`src/rtl/cascade_count_capture_pkg.sv`:
```
// Shared definitions for the cascaded counter extension and its capture path.
package cascade_count_capture_pkg;

   localparam int LO_W = 4;

   typedef enum logic {
      IDLE = 1'b0,
      HOLD = 1'b1
   } cap_state_t;

   function automatic int cap_w(input int hi_w);
      return hi_w + LO_W;
   endfunction

endpackage

```
`src/rtl/cascade_count_capture_hi_count_stage.sv`:
```
// Loadable high-order count stage driven by the carry of the stage below.
// Chainable: co feeds the ci of a further stage under the same rules.
module hi_count_stage #(
   parameter int HI_W = 4
) (
   input  logic            clk,
   input  logic            rst,
   input  logic            ld_n,
   input  logic            en,
   input  logic            ci,
   input  logic [HI_W-1:0] d,
   output logic [HI_W-1:0] q,
   output logic            co,
   output logic            wrap_evt
);

   logic inc;

   assign inc      = en & ci;
   assign co       = inc & (&q);
   // a load overrides the increment, so loading all ones never counts as a wrap
   assign wrap_evt = co & ld_n;

   always_ff @(posedge clk or posedge rst) begin
      if (rst)        q <= '0;
      else if (!ld_n) q <= d;
      else if (inc)   q <= q + HI_W'(1);
   end

endmodule

```
`src/rtl/cascade_count_capture.sv`:
```
// High-order extension of a 4-bit 161-style counter with snapshot capture
// over valid/ready and sticky lost-capture / wrap flags.
module cascade_count_capture
   import cascade_count_capture_pkg::*;
#(
   parameter int HI_W = 4
) (
   input  logic                 CP,
   input  logic                 CR,
   input  logic [LO_W-1:0]      Q_LO,
   input  logic                 CO_LO,
   input  logic                 EN,
   input  logic                 LD,
   input  logic [HI_W-1:0]      D_HI,
   input  logic                 CAP_REQ,
   input  logic                 CAP_RDY,
   input  logic                 OVF_CLR,
   output logic [HI_W-1:0]      Q_HI,
   output logic                 CO_HI,
   output logic [HI_W+LO_W-1:0] CAP_DATA,
   output logic                 CAP_VLD,
   output logic                 LOST,
   output logic                 WRAP
);

   localparam int CAP_W = cap_w(HI_W);

   cap_state_t       state;
   logic             wrap_evt;
   logic             lost_evt;
   logic [CAP_W-1:0] count;

   hi_count_stage #(.HI_W(HI_W)) u_hi (
      .clk      (CP),
      .rst      (CR),
      .ld_n     (LD),
      .en       (EN),
      .ci       (CO_LO),
      .d        (D_HI),
      .q        (Q_HI),
      .co       (CO_HI),
      .wrap_evt (wrap_evt)
   );

   assign count    = {Q_HI, Q_LO};
   assign lost_evt = (state == HOLD) & CAP_REQ & ~CAP_RDY;
   assign CAP_VLD  = (state == HOLD);

   always_ff @(posedge CP or posedge CR) begin
      if (CR) begin
         state    <= IDLE;
         CAP_DATA <= '0;
      end else begin
         case (state)
            IDLE: if (CAP_REQ) begin
               CAP_DATA <= count;
               state    <= HOLD;
            end
            HOLD: if (CAP_RDY) begin
               // back-to-back request reloads in the handshake cycle, no bubble
               if (CAP_REQ) CAP_DATA <= count;
               else         state    <= IDLE;
            end
            default: state <= IDLE;
         endcase
      end
   end

   // set events win over a simultaneous clear
   always_ff @(posedge CP or posedge CR) begin
      if (CR) begin
         LOST <= 1'b0;
         WRAP <= 1'b0;
      end else begin
         LOST <= (LOST & ~OVF_CLR) | lost_evt;
         WRAP <= (WRAP & ~OVF_CLR) | wrap_evt;
      end
   end

endmodule
```
`config.mk`:
```
export PLATFORM = sky130hd
export DESIGN_NAME = cascade_count_capture
export DESIGN_NICKNAME = d
export VERILOG_FILES = /design/src/rtl/cascade_count_capture_pkg.sv /design/src/rtl/cascade_count_capture_hi_count_stage.sv /design/src/rtl/cascade_count_capture.sv
export SDC_FILE = /design/constraint.sdc
export NUM_CORES = 1
export LEC_CHECK = 0
export BUFFER_PORTS_ARGS = -buffer_cell sky130_fd_sc_hd__buf_2
export CORE_UTILIZATION = 33
export CTS_BUF_LIST = sky130_fd_sc_hd__clkbuf_8
export DETAILED_ROUTE_END_ITERATION = 16
export GPL_TIMING_DRIVEN = 1
export SETUP_SLACK_MARGIN = 0.3
export SLEW_MARGIN = 20
export SYNTH_ARGS = -nofsm -noshare
export SYNTH_HDL_FRONTEND = slang
export SYNTH_SLANG_ARGS = --single-unit
```
`constraint.sdc`:
```
create_clock -name CP -period 2.1 [get_ports CP]
set_clock_uncertainty 0.1 [all_clocks]
set_input_delay 0 -clock CP [delete_from_list [all_inputs] [get_ports CP]]
set_output_delay 0 -clock CP [all_outputs]
set_load 0.03 [all_outputs]
```
# Yosys cells after proc, flatten, opt, wreduce, memory -nomap -nowiden
# Index checks and enable logic that the tools add are counted.
# word_totals
ff_bits,15
out_inout_bits,16
# classes
addsub,1
eq_ne,2
n_mux,8
bitwise_logic,12
n_reduce_logical,1
# ops
op,count
8-bit two-way mux,2
8-bit case mux with 2 select lines,1
4-bit two-way mux,2
1-bit AND,7
"4-bit by 1-bit adder with 4-bit output, second input constant",1
4-bit AND reduction,1
1-bit NOT,3
1-bit two-way mux,2
"2-bit by 1-bit inequality test with 1-bit output, second input constant",1
"2-bit inequality test, second input constant",1
1-bit bitwise OR,2
1-bit case mux with 2 select lines,1

# Logic depth before layout (Yosys ltp)
# Gate-level depths: netlist of the first run.
# depth
ltp_word,4
depth_mapped,4

# Modules after synthesis
# From an unflattened synthesis of the first run, not the netlist that was laid out.
# hier_totals
cells_unflattened,53
hier_area_um2,676.9
# modules_own_cells
mod,instances,cells_per_inst,area_per_inst_um2,seq_area_each_um2
cascade_count_capture,1,27,451.7,275.3
hi_count_stage,1,26,225.2,100.1

# Worst setup path before layout of the first run
# OpenSTA, ideal clock, no wires.
# synth_path
path_kind,register to register
start,register u_hi.q[0]
end,register WRAP
arrival_ns,1.502
required_ns,1.932
setup_slack_ns,0.429
path_stages_with_launch,5
n_path_buf,0
path_cell_list,dfrtp_1 > ha_1 > nand3_1 > nor2_1 > a22o_1
# synth_via
elab_chain_cells,4
# synth_lines
item,line_no,source
"start, declared",cascade_count_capture_hi_count_stage.sv:12,"output logic [HI_W-1:0] q,"
"start signal, assigned",cascade_count_capture_hi_count_stage.sv:27,else if (inc) q <= q + HI_W'(1);
4-bit AND reduction,cascade_count_capture_hi_count_stage.sv:20,assign co = inc & (&q);
1-bit AND,cascade_count_capture_hi_count_stage.sv:20,
named net CO_HI,cascade_count_capture.sv:19,"output logic CO_HI,"
1-bit AND,cascade_count_capture_hi_count_stage.sv:22,assign wrap_evt = co & ld_n;
1-bit bitwise OR,cascade_count_capture.sv:76,WRAP <= (WRAP & ~OVF_CLR) | wrap_evt;
"end signal, assigned",cascade_count_capture.sv:76,
"end, declared",cascade_count_capture.sv:23,output logic WRAP
# The timed path passes the listed nets, and every way through them passes these cells.
# A chain may end at the register's enable or synchronous reset.

# Final worst setup path of the first run
# layout_path
start,register u_hi.q[0]
end,register u_hi.q[2]
# layout_via
elab_chain_cells,3
# layout_lines
item,line_no,source
4-bit by 1-bit adder with 4-bit output,cascade_count_capture_hi_count_stage.sv:27,
4-bit two-way mux,cascade_count_capture_hi_count_stage.sv:27,
4-bit two-way mux,cascade_count_capture_hi_count_stage.sv:26,else if (!ld_n) q <= d;
# Every way passes these cells. The select of a mux whose other input is x is not followed.

==> impl.org, run 1 <==
** Outcome
- The flow ran to the end, and the final reports show no timing, DRC or antenna violations.

** Pwr
- Share of total power in combinational logic :: 30.6%
- Cell area power density :: 790 mW/mm²
- The analysis attributes to cell leakage a power of 0.514 nW.
- For this design the total switching power over the nets is 0.000260 W.
- IR Drop Worst-Case VDD :: 0.000537 V
- The internal portion of the total power is 0.000568 W.
- Sequential group share of total power :: 42.9%
- In this run switching power makes up 31.4% of total power.
- The clock network is responsible for 26.5% of the overall power.

** Worst hold path
- Hold-critical path depth :: 3
- The startpoint identified for the worst hold timing path is CAP_RDY.
- HP Class :: in2reg

** Cells and area
- At the end of the flow, the number of nets in the layout was 123.
- 0 antenna diodes ended up in the layout.
- Relative to the synthesized area, the layout overhead comes to 67.3%.
- The post-route netlist has 45.7% of its cells at a drive strength greater than 1.

** Worst setup path
- Critical Path Start :: u_hi.q[0]
- The largest single stage delay on the critical path is 0.55 ns.
- The worst setup path is launched from a register.
- Family with the most delay on the worst path :: buffers and inverters
- Buffers & Inverters on Critical Path :: 1
- Data on the critical path arrives at its endpoint at 1.76 ns.
- The worst setup path is captured at a register.
- The slowest stage of the critical path belongs to the cell dlygate4sd3_1.
- The endpoint identified for the worst register-to-register timing path is u_hi.q[2].
- The critical path ends at u_hi.q[2].
- The worst register-to-register path has a setup slack of 0.37 ns.
- Crit-path max FO :: 4
- The critical path runs through a total of 5 cells.
- Data required time of the worst path :: 2.13 ns
- Measured in cells, the most critical reg-to-reg path has a length of 5.
- Cells along the critical path :: ha_1 > nand3_1 > xor2_1 > a21oi_1 > dlygate4sd3_1
- The worst setup path is of the reg2reg kind.
- Startpoint of the most critical register-to-register path :: u_hi.q[0]

** Placed design
- The HPWL after detailed placement is 908 µm.
- At the placement stage, the worst setup path has a slack of 0.889 ns.
- During placement, the flow inserted port buffers numbering 31.
- Routability-driven placement finished with a final weighted congestion of 0.682.

** Yosys
- During synthesis, Yosys emitted a total of 0 warnings.
- Counting instances in the post-synthesis netlist gives the leading cell types as dfrtp_1 (15), mux2_2 (8), nor2_1 (5).
- The number of different library cells used by synthesis comes to 18.
- The synthesized design contains 15 register bits.
- Top_reg_cell synth :: dfrtp_1
- Synthesis produced 51 cells.
- By area the synthesized netlist is led by dfrtp_1 (60%), mux2_2 (14%), nor2_1 (3.0%), xor2_1 (2.8%), a21oi_1 (2.4%).
- Counting flops with an async set or reset pin after synthesis yields a share of 100%.
- Post-synthesis net count :: 68
- Most common cell in the netlist :: dfrtp_1
- The synthesized design devotes to its leading area cell type 59.9% of total area.
- dfrtp_1 takes more of the synthesized area than any other cell.
- Yosys mapped a number of flops with a built-in enable equal to 0.
- Dividing the synthesized area by the synthesized cell count gives 12.3 µm².
- Mapped Area :: 627 µm²
- The share of the Yosys chip area taken by registers is 59.9%.

** Detailed routing
- Overall via count from detail_route :: 560
- Before antenna repair, the detailed router went through 2 iterations.
- Drt wl/cell :: 10.4 µm
- Final antenna-violating net count :: 0
- Vias per cell :: 4.31
- Number of design-rule violations left by the first detailed-router iteration :: 3
- After detailed routing, the number of remaining DRC violations is 0.
- Total wirelength of the detailed-routed design :: 1350 µm

** Clocking
- Clock-pin slew was measured on the worst setup and hold paths at 0.06 ns.
- In this run the number of H-tree levels came out at 1.
- Counting every sink on the clock net gives 15.
- Clock Path Buffers :: 2
- Number of clock buffers inserted by TritonCTS :: 3
- Clock tree synthesis selected as its root buffer the cell clkbuf_8.
- CTS tree :: yes
- Later-pin clock latency in the skew report :: 0.24 ns

** STA
- Final Hold Fails :: 0
- Worst-case hold slack :: 0.00822 ns
- Peak Freq :: 577 MHz
- At the pin with the least slew margin, the transition time is 0.570 ns.
- # setup viols final :: 0
- After layout, the minimum clock period comes to 1.73 ns.
- Setup repair after global routing left no endpoint under its margin.
- Post-route setup slack :: 0.367 ns
- Measured against its own limit, the worst slew margin works out to 62.0%.
- Max-slew violation count :: 0
- Setup total negative slack on the finished layout was measured at 0 ns.
- Of the available clock period, the critical path in the final layout requires 82.5%.

** Die
- Placeable core region :: 0.00175 mm²
- The initial utilization of the core area, before any placement, comes to 35.9%.
- Pin placement for this block handled 32 I/O pins.
- The die covers 0.00208 mm².
- The die is 45.6 µm wide.
- The die is 45.6 µm tall.
- Floorplan row count :: 15

** Global routing
- The number of global-route vias before repair is 542.
- The total overflow left after global routing is 0.
- Largest net degree at the start of global routing :: 16
- The first global-routing pass estimated 2210 µm of wire.
- The initial antenna violation count is 0.
- Global routing consumed, over all layers together, 15.5% of the routing resources.

** Job
- The tool flagged a number of max-cap violations equal to 0.
per-layer routing:
metal | share of wire (%) | vias to the layer above | global-route usage [%]
met1 | 42 | 257 | 17.8
met4 | 0 | 0 | 3.64
met2 | 51 | 19 | 25.7
li1 | - | 284 | -
met3 | 6.7 | 0 | 7.54
met5 | 0 | - | 0
cells by family after synthesis:
kind of cell    synth area share, %
mux                            16.0
compound gates                 6.99
simple gates                   9.98
flops                          59.9
xor+xnor                       2.79
fa+ha+maj                      2.00
buf+inv                        2.39
cells in the final DEF (no fill, tap or decap):
| cell type | instances |
|---|---|
| buf_2 | 31 |
| dlygate4sd3_1 | 17 |
| dfrtp_1 | 14 |
| mux2_2 | 8 |
| nor2_1 | 5 |
| inv_1 | 4 |
| nand3_1 | 3 |
| a21oi_1 | 3 |
| clkbuf_8 | 3 |
| buf_4 | 3 |
| xor2_1 | 2 |
| nand2_2 | 2 |
| nand2b_1 | 1 |
| a22o_1 | 1 |
| nand2_1 | 1 |
| o2bb2ai_1 | 1 |
| o21ai_0 | 1 |
| or3_1 | 1 |
| a31oi_1 | 1 |
| mux2i_1 | 1 |
| ha_1 | 1 |
| dfrtp_2 | 1 |
power groups by stage:
stage          Clock [W]  Sequential, W  Combinational [W]
5_1_grt         0.000244       0.000360           0.000277
3_3_place_gp           0       0.000361           0.000212
4_1_cts         0.000228       0.000357           0.000244
2_1_floorplan          0       0.000442          0.0000647
3_5_place_dp           0       0.000362           0.000216
6_report        0.000219       0.000355           0.000253
worst min-delay path by stage:
stage | to | slack (ns)
floorplan | CAP_DATA[0] | -0.20
global placement | CAP_DATA[1] | -0.02
detailed placement | CAP_DATA[1] | -0.02
CTS | LOST | 0.008
global route | LOST | 0.02
finish | LOST | 0.008
sequential cells by signal, indices dropped and copies added (netlist names):
register and count:
CAP_VLD 1, CAP_DATA 8, LOST 1, u_hi.q 4, WRAP 1
through the flow:
| stage | power (W) | utilization [%] | cells | instance area [µm²] |
|---|---|---|---|---|
| floorplan | 0.000506 | - | 51 | 627 |
| global placement | 0.000573 | 46.4 | 106 | 810 |
| detailed placement | 0.000578 | 46.4 | 106 | 810 |
| CTS | 0.000829 | 58.7 | 127 | 1020 |
| global route | 0.000880 | 60.1 | 130 | 1050 |
| finish | 0.000828 | 60.1 | 130 | 1050 |
layout make-up:
type / instances / area, µm²
Inverter: 3 / 11.3
Clock buffer: 3 / 41.3
Timing Repair Buffer: 51 / 348
Fill cell: 166 / 697
Tap cell: 25 / 31.3
Sequential cell: 15 / 377
Multi-Input combinational cell: 32 / 236
Clock inverter: 1 / 3.75
tightest hold or removal path, delay by kind of cell:
family          cells  cell delay, ns
simple gates        1            0.15
buf+inv             1            0.07
compound gates      1            0.09
what timing repair did:
item / 4_1_cts / 5_1_grt
setup endpoints to repair: 0 / 2
gates resized for setup: 0 / 1
buffers inserted: 0 / 3
hold buffers: 17 / 0
endpoints found under the hold margin: 26 / 0
Power figures use the tool's default switching activity.
==> inputs of run 2 (changes only) <==
- ABC_AREA: not set -> 1
- clock period: 2.1 -> 1.81 ns (I/O delays scaled with it)
==> run 2 against run 1 <==
Against the previous run:
- clock power rose by 16%
- sequential cell count is the same
- worst setup slack improved by 0.049 ns
- via count is 24% higher
- worst hold slack improved by 0.0063 ns
- count of clock-buffer cells in the layout is the same
- sequential share of layout area down 0.38 points
==> impl.org, run 2 <==
** STA
- Relative slew margins :: 63.0% (was 62.0%)
- The final setup TNS was 0 ns (unchanged).
- Unrepaired setup endpoints after global routing: no (unchanged).
- Static timing analysis puts the maximum clock frequency at 717 MHz.
- # setup viols final :: 0 (unchanged)
- The hold violation count in the final report was 0 (unchanged).
- Max-slew violation count :: 0 (unchanged)
- Final period demand of the worst path :: 1.39 ns
- Post-route setup slack :: 0.416 ns (was 0.367 ns)
- Pin slew with the least headroom to its limit :: 0.554 ns (was 0.570 ns)
- Period Utilization, post-route :: 77.0%
- The final-layout worst hold slack came to 0.0145 ns (was 0.00822 ns).

** Yosys
- The number of distinct library cells after synthesis was 17 (was 18).
- Syn. warnings :: 0 (unchanged)
- Post-synthesis net count :: 101 (was 68)
- Top_reg_cell synth :: dfrtp_1 (unchanged)
- Top cells by area in the synthesized netlist :: dfrtp_1 (53%), nand2_1 (15%), nand3_1 (9.2%), inv_1 (4.2%), o21ai_2 (3.7%) (was dfrtp_1 (60%), mux2_2 (14%), nor2_1 (3.0%), xor2_1 (2.8%), a21oi_1 (2.4%))
- Ranking of synthesized cells by instance count: nand2_1 (28), dfrtp_1 (15), nand3_1 (13), inv_1 (8) (was dfrtp_1 (15), mux2_2 (8), nor2_1 (5)).
- The fraction of synthesized cell area taken by the top area cell type was 52.8% (was 59.9%).
- The synthesized area per cell was 8.46 µm² (was 12.3 µm²).
- Most common cell in the netlist :: nand2_1 (was dfrtp_1)
- The netlist area before placement was 711 µm² (was 627 µm²).
- Number of synthesized register bits :: 15 (unchanged)
- The largest area contributor in the netlist is dfrtp_1 (unchanged).
- The number of enable-type register cells in the synthesized netlist was 0 (unchanged).
- Synth Instances :: 84 (was 51)
- The async set-reset flop share out of synthesis is 100% (unchanged).
- The fraction of the yosys area taken by sequential cells came to 52.8% (was 59.9%).

** Clocking
- The CTS sink count is 15 (unchanged).
- CTS H-tree lvls :: 1 (unchanged)
- The count of buffers added by post-CTS timing repair for setup was 0 (unchanged).
- Clock transition at the register clock pins on the worst setup and hold paths after CTS :: 0.06 ns (about the same)
- The number of buffers added by the clock tree synthesis step is 3 (unchanged).
- Later-pin clock latency in the skew report :: 0.24 ns (about the same)
- Clock Path Buffers :: 2 (unchanged)
- The clock tree from TritonCTS is yes (unchanged).
- The root buffer cell is clkbuf_8 (unchanged).

** Placed design
- Weighted congestion reported at the end of routability-driven placement :: 0.809 (was 0.682)
- Estimated wirelength of the detail-placed design :: 1090 µm (was 908 µm)
- Placed cell area :: 893 µm² (was 810 µm²)
- Worst setup slack before clock tree synthesis :: 0.642 ns (was 0.889 ns)
- The number of port buffers was 31 (unchanged).

** Pwr
- Static leakage :: 0.584 nW (was 0.514 nW)
- Cell area power density :: 884 mW/mm² (was 790 mW/mm²)
- The worst vdd rail ir drop is 0.000390 V (was 0.000537 V).

** Cells and area
- The flip-flop count of the largest register, all copies and words added came to 8 (unchanged).
- Cell area after layout :: 0.00106 mm² (was 0.00105 mm²)
- The total of fill cells in the finished design came to 194 (was 166).
- Most common cell after layout, fill and taps aside :: buf_2 (unchanged)
- Net count of the finished layout :: 148 (was 123)
- Layout Area Growth over Synthesis :: 49.1% (was 67.3%)
- The number of antenna cells inserted came to 0 (unchanged).
- Register containing the most flip-flops in the final layout :: CAP_DATA (unchanged)
- Biggest registers after layout :: CAP_DATA (8), u_hi.q (4) (unchanged)
- The fraction of layout instances using a drive strength above 1 was 34.6% (was 45.7%).
- Top library cells by usage in the layout, fill and taps aside: buf_2 (31), nand2_1 (28), dfrtp_1 (14), nand3_1 (13), dlygate4sd3_1 (12) (was buf_2 (31), dlygate4sd3_1 (17), dfrtp_1 (14), mux2_2 (8), nor2_1 (5)).

** Detailed routing
- Vias per cell :: 4.41 (was 4.31)
- Number of design-rule violations left by the first detailed-router iteration :: 19 (was 3)
- The first-pass detailed-route iteration total came to 4 (was 2).
- The number of vias after detailed routing is 693 (was 560).
- The count of nets left with antenna violations after detail routing is 0 (unchanged).
- The DRC violation count after routing came to 0 (unchanged).
- Total wirelength of the detailed-routed design :: 1580 µm (was 1350 µm)
- The average detailed-routed wire length per instance is 10.1 µm (was 10.4 µm).

** Die
- The horizontal extent of the die came to 48.4 µm (was 45.6 µm).
- Die ar. :: 0.00234 mm² (was 0.00208 mm²)
- The chip height came to 48.4 µm (was 45.6 µm).
- The core area is 0.00200 mm² (was 0.00175 mm²).
- The initial standard-cell utilization of the core is 35.5% (was 35.9%).
- The number of cell rows is 16 (was 15).
- Count of pins on the block boundary :: 32 (unchanged)

** Worst setup path
- The origin of the critical flop-to-flop path was u_hi.q[0] (unchanged).
- WP depth :: 4 (was 5)
- The kind of start point of the critical path is a register (unchanged).
- The delay contributed by the slowest stage of the critical path was 0.40 ns (was 0.55 ns).
- The data arrival time of the worst path came to 1.29 ns (was 1.76 ns).
- The critical-path cell with the highest stage delay is dfrtp_1 (was dlygate4sd3_1).
- The path depth of the worst reg2reg path was 6 (was 5).
- Cells along the critical path: ha_1 > nand2_1 > nor3_2 > buf_2 (was ha_1 > nand3_1 > xor2_1 > a21oi_1 > dlygate4sd3_1).
- The critical path capture point is CO_HI (was u_hi.q[2]).
- Crit-path max FO :: 5 (was 4)
- Data required time of the worst path :: 1.71 ns (was 2.13 ns)
- Worst reg2reg setup slack :: 0.63 ns (was 0.37 ns)
- The reg-to-reg endpoint is u_hi.q[2] (unchanged).
- The top cell family by delay on the critical path is flip-flops (was buffers and inverters).
- Critical Setup Path Class :: reg2out (was reg2reg)
- Sort of element at the end of the critical path :: output pin (was register)
- Critical Path Start :: u_hi.q[1] (was u_hi.q[0])
- The number of buffer and inverter instances along the worst setup path was 1 (unchanged).

** Global routing
- The pin count of the biggest net entering global routing is 16 (unchanged).
- The overall routing resource usage was 14.2% (was 15.5%).
- The first-pass GRT wire length was 2630 µm (was 2210 µm).
- Congestion Overflow GR :: 0 (unchanged)
- The number of global-route vias before repair is 632 (was 542).
- Number of antenna violations at the first check in global routing :: 0 (unchanged)

** Worst hold path
- HP Class :: in2reg (unchanged)

** Outcome
- Outcome: complete, no violations (unchanged).

** Job
- The number of maximum-capacitance constraint violations was 0 (unchanged).
-- run 2: cell count changes after synthesis, moves of 3 or more --
cell	before	now
nand2_1	1	28
nand3_1	3	13
mux2_2	8	0
inv_1	3	8
a21oi_1	3	0
o21ai_2	0	3
-- run 2: cell families after synthesis --
group | count (synthesis) | share of synthesized area (%)
and+or+nand+nor | 50 | 32.0
AOI/OAI and AO/OA | 6 | 5.99
buffers and inverters | 12 | 7.39
DFF | 15 | 52.8
adders and majority gates | 1 | 1.76
-- run 2: worst min-delay path by stage --
stage / from / end / slack (ns) / depth (start not counted)
floorplan: CR / CAP_DATA[0] / -0.20 / 1
global placement: CR / CAP_VLD / -0.02 / 2
detailed placement: CR / LOST / -0.02 / 2
CTS: CAP_RDY / CAP_VLD / 0.01 / 4
global route: CO_LO / u_hi.q[1] / 0.04 / 4
finish: CO_LO / u_hi.q[1] / 0.01 / 4
-- run 2: repair_timing --
action | 4_1_cts | 5_1_grt
gates resized for setup | 0 | 1
endpoints found under the hold margin | 27 | 0
endpoints found under the setup margin | 0 | 1
hold buffers | 12 | 0
-- run 2: power breakdown --
part | internal, W | total [W] | switching, W
clock | 0.000150 | 0.000254 | 0.000104
combinational | 0.0000942 | 0.000273 | 0.000179
sequential | 0.000378 | 0.000410 | 0.0000317
-- run 2: cell type report --
class | count | area, µm² | share of cell area [%]
sequential | 15 | 377 | 35.5
clock buffer | 3 | 41.3 | 3.90
multi-input combinational | 57 | 288 | 27.2
tap | 27 | 33.8 | 3.19
timing repair buffer | 43 | 275 | 26.0
inverter | 11 | 41.3 | 3.90
clock inverter | 1 | 3.75 | 0.354
-- run 2: routing by layer --
layer | wire length [µm] | GRT usage (%) | part of all wire (%) | vias up
met5 | 0 | 0 | 0 | -
met4 | 9 | 5.88 | 0.57 | 0
met3 | 91 | 3.14 | 5.8 | 2
met2 | 670 | 22.1 | 42 | 26
met1 | 810 | 19.1 | 51 | 305
li1 | - | - | - | 360
-- run 2: worst register-to-register path, cell delays in order, from the launching register on --
cell and delay [ns]:
dfrtp_2 0.44, ha_1 0.22, nand2_1 0.10, inv_1 0.06
nor2_1 0.08, nand2_1 0.05, nand3_1 0.06
-- run 2: through the flow --
step / utilization, % / power [W] / cells
floorplan: - / 0.000588 / 84
global placement: 44.6 / 0.000666 / 141
detailed placement: 44.6 / 0.000670 / 141
CTS: 52.9 / 0.000944 / 157
global route: 52.9 / 0.000995 / 157
finish: 52.9 / 0.000937 / 157
